--- config.mk ---
export PLATFORM = sky130hd
export DESIGN_NAME = muldiv_sequencer
export DESIGN_NICKNAME = d
export VERILOG_FILES = /design/src/rtl/muldiv_sequencer_pkg.sv /design/src/rtl/muldiv_sequencer_alu.sv /design/src/rtl/muldiv_sequencer.sv
export SDC_FILE = /design/constraint.sdc
export NUM_CORES = 1
export LEC_CHECK = 0
export CAP_MARGIN = 30
export CELL_PAD_IN_SITES_DETAIL_PLACEMENT = 1
export CELL_PAD_IN_SITES_GLOBAL_PLACEMENT = 1
export CORE_MARGIN = 2
export CORE_UTILIZATION = 41
export DETAILED_ROUTE_END_ITERATION = 16
export GPL_ROUTABILITY_DRIVEN = 0
export PLACE_DENSITY_LB_ADDON = 0.1
export SLEW_MARGIN = 40
export SYNTH_ARGS = -nofsm -noshare
export SYNTH_HDL_FRONTEND = slang
export SYNTH_SLANG_ARGS = --single-unit
--- constraint.sdc ---
create_clock -name clk -period 4.6 [get_ports clk]
set_clock_uncertainty 0.2 [all_clocks]
set_input_delay 1.15 -clock clk [delete_from_list [all_inputs] [get_ports clk]]
set_output_delay 1.15 -clock clk [all_outputs]
set_load 0.01 [all_outputs]
--- src/rtl/muldiv_sequencer_pkg.sv ---
// Shared types for the RV32M multiply/divide sequencer.
//   muldiv_op_t    : RV32M funct3 encoding of the eight M-extension ops
//   muldiv_state_t : sequencer states
//   alu_op_t       : control codes of the execute-stage alu
//   MULDIV_ITER    : radix-2 iterations per operation
package muldiv_sequencer_pkg;

  typedef enum logic [2:0] {
    MD_MUL    = 3'd0,
    MD_MULH   = 3'd1,
    MD_MULHSU = 3'd2,
    MD_MULHU  = 3'd3,
    MD_DIV    = 3'd4,
    MD_DIVU   = 3'd5,
    MD_REM    = 3'd6,
    MD_REMU   = 3'd7
  } muldiv_op_t;

  typedef enum logic [1:0] {
    ST_IDLE,
    ST_CALC,
    ST_FIX,
    ST_DONE
  } muldiv_state_t;

  typedef enum logic [1:0] {
    ALU_ADD,
    ALU_SUB,
    ALU_AND,
    ALU_OR
  } alu_op_t;

  localparam int unsigned MULDIV_ITER = 32;
  localparam int unsigned MULDIV_CNT_W = $clog2(MULDIV_ITER);

  // Two's-complement negate v when s is set.
  function automatic logic [31:0] neg_if(input logic [31:0] v, input logic s);
    return s ? (32'd0 - v) : v;
  endfunction

endpackage

--- src/rtl/muldiv_sequencer_alu.sv ---
// Execute-stage alu, one private instance inside the multiply/divide sequencer.
//   a, b        : 32-bit operands
//   alu_control : operation select (alu_op_t)
//   y           : 32-bit result
module muldiv_sequencer_alu
  import muldiv_sequencer_pkg::*;
(
  input  logic [31:0] a,
  input  logic [31:0] b,
  input  alu_op_t     alu_control,
  output logic [31:0] y
);

  always_comb begin
    y = a + b;
    case (alu_control)
      ALU_ADD: y = a + b;
      ALU_SUB: y = a - b;
      ALU_AND: y = a & b;
      ALU_OR:  y = a | b;
    endcase
  end

endmodule

--- src/rtl/muldiv_sequencer.sv ---
// Multi-cycle RV32M multiply/divide unit (shift-add multiply, restoring divide).
//   clk, reset      : clock, synchronous active-high reset
//   flush           : abort any operation and drop a held result
//   start_valid/ready, op, a, b : request handshake and operands
//   result_valid/ready, result  : result handshake, result held while waiting
//   busy            : iterating or fixing up the sign
// FASTPATH=1 completes div-by-zero and signed overflow on the accepting edge.
module muldiv_sequencer
  import muldiv_sequencer_pkg::*;
#(
  parameter bit FASTPATH = 1'b1
) (
  input  logic        clk,
  input  logic        reset,
  input  logic        flush,
  input  logic        start_valid,
  output logic        start_ready,
  input  logic [2:0]  op,
  input  logic [31:0] a,
  input  logic [31:0] b,
  output logic        result_valid,
  input  logic        result_ready,
  output logic [31:0] result,
  output logic        busy
);

  muldiv_state_t state_q, state_d;
  muldiv_op_t    op_q, op_d;
  logic [31:0]   hi_q, hi_d;     // product high word / partial remainder
  logic [31:0]   lo_q, lo_d;     // multiplier then product low word / quotient
  logic [31:0]   opnd_q, opnd_d; // multiplicand / divisor magnitude
  logic [MULDIV_CNT_W-1:0] cnt_q, cnt_d;
  logic          negw_q, negw_d; // negate product or quotient
  logic          negr_q, negr_d; // negate remainder
  logic [31:0]   result_q, result_d;

  muldiv_op_t  op_in;
  logic        in_div, sa, sb, b_zero, ovf, op_is_div;
  logic [31:0] rem_sh, alu_a, alu_y, mul_sum, fix_word;
  logic        mul_carry, qbit;
  logic [63:0] prod_fix;
  alu_op_t     alu_ctl;

  always_comb begin
    op_in  = muldiv_op_t'(op);
    in_div = op_in inside {MD_DIV, MD_DIVU, MD_REM, MD_REMU};
    sa     = a[31] & (op_in inside {MD_MULH, MD_MULHSU, MD_DIV, MD_REM});
    sb     = b[31] & (op_in inside {MD_MULH, MD_DIV, MD_REM});
    b_zero = (b == '0);
    ovf    = (op_in inside {MD_DIV, MD_REM}) && (a == 32'h8000_0000) && (b == '1);
  end

  always_comb begin
    op_is_div = op_q inside {MD_DIV, MD_DIVU, MD_REM, MD_REMU};
    rem_sh    = {hi_q[30:0], lo_q[31]};
    alu_a     = op_is_div ? rem_sh : hi_q;
    alu_ctl   = (state_q == ST_CALC && op_is_div) ? ALU_SUB : ALU_ADD;
  end

  muldiv_sequencer_alu u_alu (
    .a           (alu_a),
    .b           (opnd_q),
    .alu_control (alu_ctl),
    .y           (alu_y)
  );

  always_comb begin
    mul_sum   = lo_q[0] ? alu_y : hi_q;
    mul_carry = lo_q[0] & (alu_y < hi_q);
    qbit      = hi_q[31] | (rem_sh >= opnd_q);
    prod_fix  = negw_q ? (64'd0 - {hi_q, lo_q}) : {hi_q, lo_q};
    case (op_q)
      MD_MUL:                        fix_word = prod_fix[31:0];
      MD_MULH, MD_MULHSU, MD_MULHU:  fix_word = prod_fix[63:32];
      MD_DIV, MD_DIVU:               fix_word = neg_if(lo_q, negw_q);
      default:                       fix_word = neg_if(hi_q, negr_q);
    endcase
  end

  always_comb begin
    state_d  = state_q;
    op_d     = op_q;
    hi_d     = hi_q;
    lo_d     = lo_q;
    opnd_d   = opnd_q;
    cnt_d    = cnt_q;
    negw_d   = negw_q;
    negr_d   = negr_q;
    result_d = result_q;
    if (flush) begin
      state_d = ST_IDLE;
    end else begin
      case (state_q)
        ST_IDLE: begin
          if (start_valid) begin
            op_d   = op_in;
            hi_d   = '0;
            lo_d   = neg_if(a, sa);
            opnd_d = neg_if(b, sb);
            cnt_d  = '0;
            // Quotient sign is dropped for b==0 so the iterated all-ones
            // quotient matches the architectural -1 for signed DIV too.
            negw_d = (sa ^ sb) & ~(in_div & b_zero);
            negr_d = sa;
            if (FASTPATH && in_div && (b_zero || ovf)) begin
              state_d = ST_DONE;
              if (b_zero) begin
                result_d = (op_in inside {MD_DIV, MD_DIVU}) ? '1 : a;
              end else begin
                result_d = (op_in == MD_DIV) ? 32'h8000_0000 : '0;
              end
            end else begin
              state_d = ST_CALC;
            end
          end
        end
        ST_CALC: begin
          if (op_is_div) begin
            hi_d = qbit ? alu_y : rem_sh;
            lo_d = {lo_q[30:0], qbit};
          end else begin
            hi_d = {mul_carry, mul_sum[31:1]};
            lo_d = {mul_sum[0], lo_q[31:1]};
          end
          cnt_d = cnt_q + 1'b1;
          if (cnt_q == MULDIV_CNT_W'(MULDIV_ITER - 1)) begin
            state_d = ST_FIX;
          end
        end
        ST_FIX: begin
          result_d = fix_word;
          state_d  = ST_DONE;
        end
        ST_DONE: begin
          if (result_ready) begin
            state_d = ST_IDLE;
          end
        end
      endcase
    end
  end

  always_ff @(posedge clk) begin
    if (reset) begin
      state_q  <= ST_IDLE;
      op_q     <= MD_MUL;
      hi_q     <= '0;
      lo_q     <= '0;
      opnd_q   <= '0;
      cnt_q    <= '0;
      negw_q   <= 1'b0;
      negr_q   <= 1'b0;
      result_q <= '0;
    end else begin
      state_q  <= state_d;
      op_q     <= op_d;
      hi_q     <= hi_d;
      lo_q     <= lo_d;
      opnd_q   <= opnd_d;
      cnt_q    <= cnt_d;
      negw_q   <= negw_d;
      negr_q   <= negr_d;
      result_q <= result_d;
    end
  end

  assign start_ready  = (state_q == ST_IDLE);
  assign result_valid = (state_q == ST_DONE);
  assign busy         = (state_q == ST_CALC) || (state_q == ST_FIX);
  assign result       = result_q;

endmodule
==> out/summary.txt <==
Power, Total = 4.84 mW
Seq/Total Area, Yosys = 18.3%
Antenna Nets Post-Route = 0
Flop pwr share = 27.9%
DRT iter0 DRCs = 1283
Hold Crit Class = flop to flop
Critical Path RT = 4.74 ns
Setup Viol. Count Final = 3
final hold viol count = 0
dominant synthesized flop cell = dfxtp_1
total wire length = 68000 um
post-route setup slack = -0.556 ns
P_leak = 7.62 nW
Top-Level Pins = 107
Post-synth ARST share = 0%
most frequent cells in the layout = buf_4 (294), nand2_1 (212), nor2_1 (195)
Sw Ratio = 38.7%
Die Y = 197 um
fmax = 194 MHz
clock share of power = 30.7%
final net count = 2575
Crit Reg-Reg Endpoint = hi_q[31]
power per cell area = 248 nW/um^2
crit start category = flop
status = finished with violations
NetSw = 1.87 mW
CTS root buf = clkbuf_16
capture point of the worst path = hi_q[31]
Placeable Area = 36700 um^2
Slew @ Worst Pin = 0.833 ns
Port Buf Inserts = 106
worst path arrival time = 5.30 ns
syn_nets = 2313
CTS sink count = 140
share of cells above drive strength 1 = 17.6%
grt total ovfl = 0
post-route cell area = 19500 um^2
Int Power = 2.97 mW
total track usage = 34.6%
worst r2r src = opnd_q[6]
routed vias = 18200
Hold Buf Count CTS = 0
Syn Area/Cell = 7.18 um^2
router iterations before antenna repair = 5
drt via density = 6.31
crit path from = opnd_q[6]
Comb power frac = 41.4%
Placed Area = 18700 um^2
Cell Area, Synth = 15300 um^2
pin count of the biggest net entering global routing = 67
Area Growth Syn to Fin = 27.5%
vias in the first global route = 18400
register-to-register setup slack = -0.56 ns
Post-synth EDFFs = 0
number of antenna violations at the first check in global routing = 2
Starting Density = 41.8%
DR WL/cell = 23.6 um
leading cell type in the layout, fill and taps excluded = buf_4
clock tree buffer depth = 2
#FFs+latches synth = 140
Ant. Diodes = 0
Synth cell types = 84
failing checks = setup timing
Slew HR = 44.4%
DR DRC count = 0
CTS Buf Count = 17
CTS tree = done
first-pass GRT wire length = 105000 um
gate count after technology mapping = 2134
worst skew pair latency = 0.46 ns
H-tree depth = 4
WHS = 0.266 ns
Die Footprint = 38900 um^2
min cycle time layout = 5.16 ns
Max-Cap Viols = 0
Die Wd = 197 um
RSZ-0062 raised after global routing = true
row cnt = 70
clock-pin slew on the worst setup and hold paths = 0.07 ns
final period utilization = 112%
nature of the critical path endpoint = flop
max-slew violation count = 0
Post-Route Setup TNS = -0.634 ns
Synth Warn # = 0
Setup WS pre-CTS = -0.571 ns
Crit Path Max Fanout = 4
reg2reg path depth = 22
hold path startpoint = result[27]
Post-DP HPWL = 53100 um
Worst Path Class, Setup = flop to flop
VDD IR max = 221 uV
## critical path, stage by stage, from the launching register on
cell and delay, ns:
dfxtp_1 0.31, or4_4 0.53, or4_4 0.47, or2_4 0.30, nor2_4 0.18, buf_4 0.13, a31oi_1 0.10, xnor2_1 0.14
ha_1 0.32, and4_1 0.25, and2_1 0.18, a221oi_2 0.28, o21ai_2 0.13, xnor2_2 0.17, ha_1 0.31, nand3_1 0.09
nor3_1 0.19, nand2_1 0.09, o21a_1 0.17, o21ai_0 0.12, a21oi_2 0.09, o211ai_1 0.19, o21ai_1 0.08
## how the worst min path moves through the flow
stage,endpoint,slack [ns],depth (start not counted)
floorplan,op_q[0],0.25,2
global placement,result[27],0.25,2
detailed placement,result[27],0.26,2
CTS,result[27],0.27,2
global route,result[0],0.31,2
finish,result[27],0.27,2
## power groups by stage
stage	sequential (mW)	clock, mW	combinational [mW]
after CTS	1.35	1.50	1.93
after global placement	1.37	0	1.84
after global routing	1.36	1.55	2.16
after detailed placement	1.37	0	1.90
after floorplan	1.35	0	1.11
final	1.35	1.49	2.00
## synth_stat cells, types with 37 or more instances
library cell  number  area share [%]
ha_1             106             8.7
inv_1             94             2.3
dfxtp_1          140              18
clkbuf_1         141             3.5
a21oi_1          146             4.8
nand2_1          214             5.2
xnor2_1          125             7.1
o211ai_1          45             2.2
a211oi_1          61             3.0
o31ai_1           37             1.8
o21ai_0          166             5.4
xor2_1            53             3.0
nor3_1            66             2.2
mux2i_1           76             5.0
nor2_1           199             4.9
## repair_timing
item	CTS	global route
gates resized for setup	18	37
pin swaps	3	14
setup endpoints to repair	4	9
setup buffers	1	5
## sequential cells by signal, indices dropped and copies added, names as in the netlist
name and cells:
hi_q 32, lo_q 32, opnd_q 32, result 32
cnt_q 5, op_q 3, state_q 2, negr_q 1
negw_q 1
## cell families after synthesis
logic type	synth area share [%]
simple gates	21.5
compound gates	29.3
buf+inv	6.77
xor+xnor	10.2
flops	18.3
fa+ha+maj	8.79
mux	5.18
## metal layers
layer / global-route usage, % / vias to the layer above / routed length, um
met1: 44.2 / 8899 / 28900
met4: 12.9 / 4 / 2420
met5: 0 / - / 23
met2: 57.0 / 719 / 31400
li1: - / 8371 / -
met3: 7.41 / 164 / 5240
## per-stage QoR
stage	instances	util, %
after floorplan	2134	-
after CTS	2872	52.7
after global routing	2877	53.2
after detailed placement	2839	50.9
final	2877	53.2
after global placement	2839	50.9
## layout make-up
cell class                 count  area [um^2]
timing repair buffer         405         3380
clock inverter                12          135
clock buffer                  20          467
sequential                   140         2810
fill                        4590        17200
tap                          468          586
multi-input combinational   1736        11800
inverter                      96          360
(Power assumes the default switching activity.)
